$ cat src/rtl/uart_tx_arbiter.sv
// Round-robin arbiter sharing one UART transmitter between N_REQ word streams.
// One word is latched into a holding register and offered on a valid/ready
// master port; each word is sent whole so frames never interleave.
// Optional: define UART_ARB_BURST_EN to let one requester keep the grant for
// up to MAX_BURST consecutive words.
module uart_tx_arbiter #(
  parameter int unsigned N_REQ     = 2,
  parameter int unsigned W_OUT     = 24,
  parameter int unsigned MAX_BURST = 4
) (
  input  logic                       clk,
  input  logic                       rstn,
  input  logic [N_REQ-1:0]           req_valid,
  input  logic [N_REQ*W_OUT-1:0]     req_data,
  output logic [N_REQ-1:0]           req_ready,
  output logic                       m_valid,
  output logic [W_OUT-1:0]           m_data,
  input  logic                       m_ready,
  output logic [$clog2(N_REQ)-1:0]   grant_id
);

  localparam int unsigned PTR_W = $clog2(N_REQ);

  // Reject unusable parameterisations at elaboration.
  if (N_REQ < 2 || MAX_BURST < 1) begin : g_bad_params
    $error("uart_tx_arbiter: N_REQ must be >= 2 and MAX_BURST >= 1");
  end

  typedef enum logic {
    IDLE = 1'b0,
    HOLD = 1'b1
  } state_t;

  state_t             state_q;
  logic               m_valid_q;
  logic [W_OUT-1:0]   m_data_q;
  logic [PTR_W-1:0]   grant_id_q;
  logic [PTR_W-1:0]   ptr_q;
  logic [PTR_W-1:0]   ptr_d;
  logic [PTR_W-1:0]   ptr_adv;
  logic               win_found;
  logic [PTR_W-1:0]   win_idx;
  logic [W_OUT-1:0]   win_data;
  logic               accept;
  logic               hs;
  int unsigned        idx;

`ifdef UART_ARB_BURST_EN
  localparam int unsigned CNT_W = (MAX_BURST > 1) ? $clog2(MAX_BURST) : 1;
  logic [CNT_W-1:0]   burst_cnt_q;
  logic [CNT_W-1:0]   burst_cnt_d;
`endif

  // Winner search starting at ptr, wrapping at N_REQ-1 (not at a power of two).
  always_comb begin
    win_found = 1'b0;
    win_idx   = '0;
    idx       = 0;
    for (int unsigned k = 0; k < N_REQ; k++) begin
      idx = 32'(ptr_q) + k;
      if (idx >= N_REQ) idx = idx - N_REQ;
      if (!win_found && req_valid[PTR_W'(idx)]) begin
        win_found = 1'b1;
        win_idx   = PTR_W'(idx);
      end
    end
  end

  // Select the winning requester's word slice.
  always_comb begin
    win_data = '0;
    for (int unsigned k = 0; k < N_REQ; k++) begin
      if (win_idx == PTR_W'(k)) win_data = req_data[k*W_OUT +: W_OUT];
    end
  end

  assign accept    = (state_q == IDLE) && win_found;
  assign hs        = (state_q == HOLD) && m_ready;
  assign req_ready = (rstn && accept) ? (N_REQ'(1) << win_idx) : '0;

  // Next round-robin pointer (and burst count) after a handshake.
  always_comb begin
    ptr_adv = (grant_id_q == PTR_W'(N_REQ - 1)) ? '0 : grant_id_q + PTR_W'(1);
    ptr_d   = ptr_q;
`ifdef UART_ARB_BURST_EN
    burst_cnt_d = burst_cnt_q;
    if (hs) begin
      if (32'(burst_cnt_q) + 1 < MAX_BURST) begin
        ptr_d       = grant_id_q;
        burst_cnt_d = burst_cnt_q + CNT_W'(1);
      end else begin
        ptr_d       = ptr_adv;
        burst_cnt_d = '0;
      end
    end else if (accept && (win_idx != grant_id_q)) begin
      burst_cnt_d = '0;
    end
`else
    if (hs) ptr_d = ptr_adv;
`endif
  end

  // Holding-register FSM with registered master-port outputs.
  always_ff @(posedge clk or negedge rstn) begin
    if (!rstn) begin
      state_q    <= IDLE;
      m_valid_q  <= 1'b0;
      m_data_q   <= '0;
      grant_id_q <= '0;
      ptr_q      <= '0;
`ifdef UART_ARB_BURST_EN
      burst_cnt_q <= '0;
`endif
    end else begin
      ptr_q <= ptr_d;
`ifdef UART_ARB_BURST_EN
      burst_cnt_q <= burst_cnt_d;
`endif
      case (state_q)
        IDLE: begin
          if (win_found) begin
            m_data_q   <= win_data;
            grant_id_q <= win_idx;
            m_valid_q  <= 1'b1;
            state_q    <= HOLD;
          end
        end
        HOLD: begin
          if (m_ready) begin
            m_valid_q <= 1'b0;
            state_q   <= IDLE;
          end
        end
        default: begin
          m_valid_q <= 1'b0;
          state_q   <= IDLE;
        end
      endcase
    end
  end

  assign m_valid  = m_valid_q;
  assign m_data   = m_data_q;
  assign grant_id = grant_id_q;

endmodule

$ cat config.mk
export PLATFORM = sky130hd
export DESIGN_NAME = uart_tx_arbiter
export DESIGN_NICKNAME = d
export VERILOG_FILES = /design/src/rtl/uart_tx_arbiter.sv
export SDC_FILE = /design/constraint.sdc
export NUM_CORES = 1
export LEC_CHECK = 0
export ABC_AREA = 1
export CORE_ASPECT_RATIO = 1.1
export CORE_MARGIN = 10
export CORE_UTILIZATION = 35
export DETAILED_ROUTE_END_ITERATION = 8
export PLACE_DENSITY = 0.82
export SLEW_MARGIN = 10
export SYNTH_ARGS = -nofsm -noshare
export SYNTH_HDL_FRONTEND = slang
export SYNTH_SLANG_ARGS = --single-unit
$ cat constraint.sdc
create_clock -name clk -period 1.7 [get_ports clk]
set_input_delay 0.34 -clock clk [delete_from_list [all_inputs] [get_ports clk]]
set_output_delay 0.34 -clock clk [all_outputs]
set_load 0.02 [all_outputs]
==> impl_metrics.tcl <==
set metrics [dict create \
    outcome "completed" \
    place.gp.congestion 0.797 \
    syn-num-nets 280 \
    htree_num_levels 1 \
    clock_sinks 28 \
    cp_cell_sequence "clkdlybuf4s50_1" \
    finalMaxSlewViolations 0 \
    worst_pin_slew_ps 428 \
    grt-ovfl-total 0 \
    grt_max_degree 30 \
    slew_headroom 0.714 \
    grt_pass1_wl_um 7700 \
    syn_area_per_cell_sq_um 6.93 \
    rows 25 \
    crit_required_ps 1360 \
    reg2reg_slack_ps 220 \
    layout_commonest_cell "nand2_1" \
    setup_slack_ps 93.5 \
    post_cts_buffers 0 \
    critPathCaptureType "output port" \
    crit_buf_inv 1 \
    drive_gt1_frac 0.0493 \
    wirelength_um 4740 \
    finalSetupViolCount 0 \
    fin_util 0.564 \
    first_global_vias 1585 \
    clk_pin_slew_ps 90 \
    cts_tree "yes" \
    vias_per_cell 4.41 \
    drc_errors 0 \
    r2r-start "state_q" \
    grt_usage 0.120 \
    hp-class "in2async" \
    synth_cells 227 \
    io_pins 81 \
    cp_slowest_cell "clkdlybuf4s50_1" \
    syn_area_sq_um 1570 \
    finalNetCount 358 \
    antenna_found_initial 0 \
    layout_min_cycle_time_ps 1610 \
    drtAntennaViolNets 0 \
    detailed_place_hpwl_um 3570 \
    die_w_um 83.9 \
    place_ws_ps -497 \
    ir_worst_vdd_mv 0.491 \
    skew_ps 1.92 \
    core_area_sq_um 4320 \
    fmax_mhz 622 \
    rsz0062_at_grt "false" \
    clk_path_buf_depth 2 \
    fp.dieH_um 90.3 \
    critPathArrivalTime_ps 1270 \
    hold_viol 0 \
    portBuffers 80 \
    vias 1577 \
    power_mw 3.12 \
    numCtsBuffers 3 \
    r2r-end "m_data[19]" \
    r2r_cells 6 \
    fin_crit_sh 0.945 \
    layout_common_cells "78 x nand2_1, 76 x clkdlybuf4s50_1, 52 x inv_1, 49 x nand3_1, 28 x dfrtp_1" \
    routedWlPerCell_um 13.3 \
    path_class "reg2out" \
    diodes 0 \
    root_buffer "clkbuf_8" \
    start_util 0.365 \
    die_area_sq_um 7580 \
    pwr_density_cell_nw_per_um2 1280 \
    slowest_delay_ps 620 \
    postCtsHoldBufs 0 \
    path_max_fanout 2 \
    ys_warn_count 0 \
    drtPass1Iterations 4 \
    p_leak_nw 1.33 \
    critical-path-top-delay-family "buffers and inverters" \
    clk_latency_ps 270 \
    ys_ff_latch 28 \
    drt-initial-drc-count 108 \
    synth_cell_types 13 \
    startpoint_type "register" \
    tns_ps 0 \
    area_growth_syn_to_layout_pct 54.6 \
    ys_seq_area_frac 0.445 \
    cap_violations 0 \
]
cells in the mapped netlist:
cell type | number | area [sq um]
nand2_1 | 78 | 293
inv_1 | 52 | 195
nand3_1 | 49 | 245
dfrtp_1 | 28 | 701
buf_2 | 5 | 25.0
buf_4 | 4 | 30.0
buf_6 | 3 | 33.8
nand2_2 | 2 | 12.5
o21ai_0 | 2 | 10.0
inv_2 | 1 | 3.75
nor2_1 | 1 | 3.75
nor3_1 | 1 | 5.00
o21ai_4 | 1 | 16.3
metrics by stage:
stage	instances	hold slack [ps]	instance area (sq um)
2_1_floorplan	227	44.4	1570
5_1_grt	358	509	2430
3_5_place_dp	354	468	2390
3_3_place_gp	354	461	2390
6_report	358	488	2430
4_1_cts	358	494	2440
flip-flops by register name (all words and copies together) (netlist names):
| name | cells |
|---|---|
| grant_id | 1 |
| m_data | 24 |
| m_valid | 1 |
| ptr_q | 1 |
| state_q | 1 |
power by group:
group	total, mW	internal (mW)	switching, mW
clock network	0.405	0.207	0.198
registers	1.08	0.939	0.145
logic	1.63	0.742	0.890
cells by family (layout without fill, tap and decap cells):
logic type	Yosys count	count (layout)	synth area share
and+or+nand+nor	131	131	0.355
buffers and inverters	65	142	0.183
DFF	28	28	0.445
AOI/OAI and AO/OA	3	3	0.0167
worst max-delay path by stage:
stage,start,to,slack (ps),depth (start not counted)
2_1_floorplan,state_q,req_ready[0],190,4
3_3_place_gp,req_valid[1],req_ready[1],-490,6
3_5_place_dp,req_valid[1],req_ready[1],-500,6
4_1_cts,m_data[3],m_data[3],80,1
5_1_grt,grant_id,grant_id,40,1
6_report,m_data[3],m_data[3],90,1
cell type report:
cell class | instances | area, sq um
Tap cell | 54 | 67.6
Multi-Input combinational cell | 134 | 586
Sequential cell | 28 | 701
Fill cell | 429 | 1880
Timing Repair Buffer | 85 | 826
Clock buffer | 4 | 55.1
Inverter | 53 | 199
timing repair:
item	CTS	global route
hold endpoints to repair	0	0
pin swaps	0	0
gates cloned	0	0
endpoints found under the setup margin	14	1
resized for setup	10	1
metal layers:
layer  wire length (um)  global-route usage  up-vias
met5                  0                   0        -
met4                 42              0.0377        0
met3                222              0.0289        2
met2               2540               0.213       35
met1               1940               0.136      715
li1                   -                   -      825
Power figures use the tool's default switching activity.
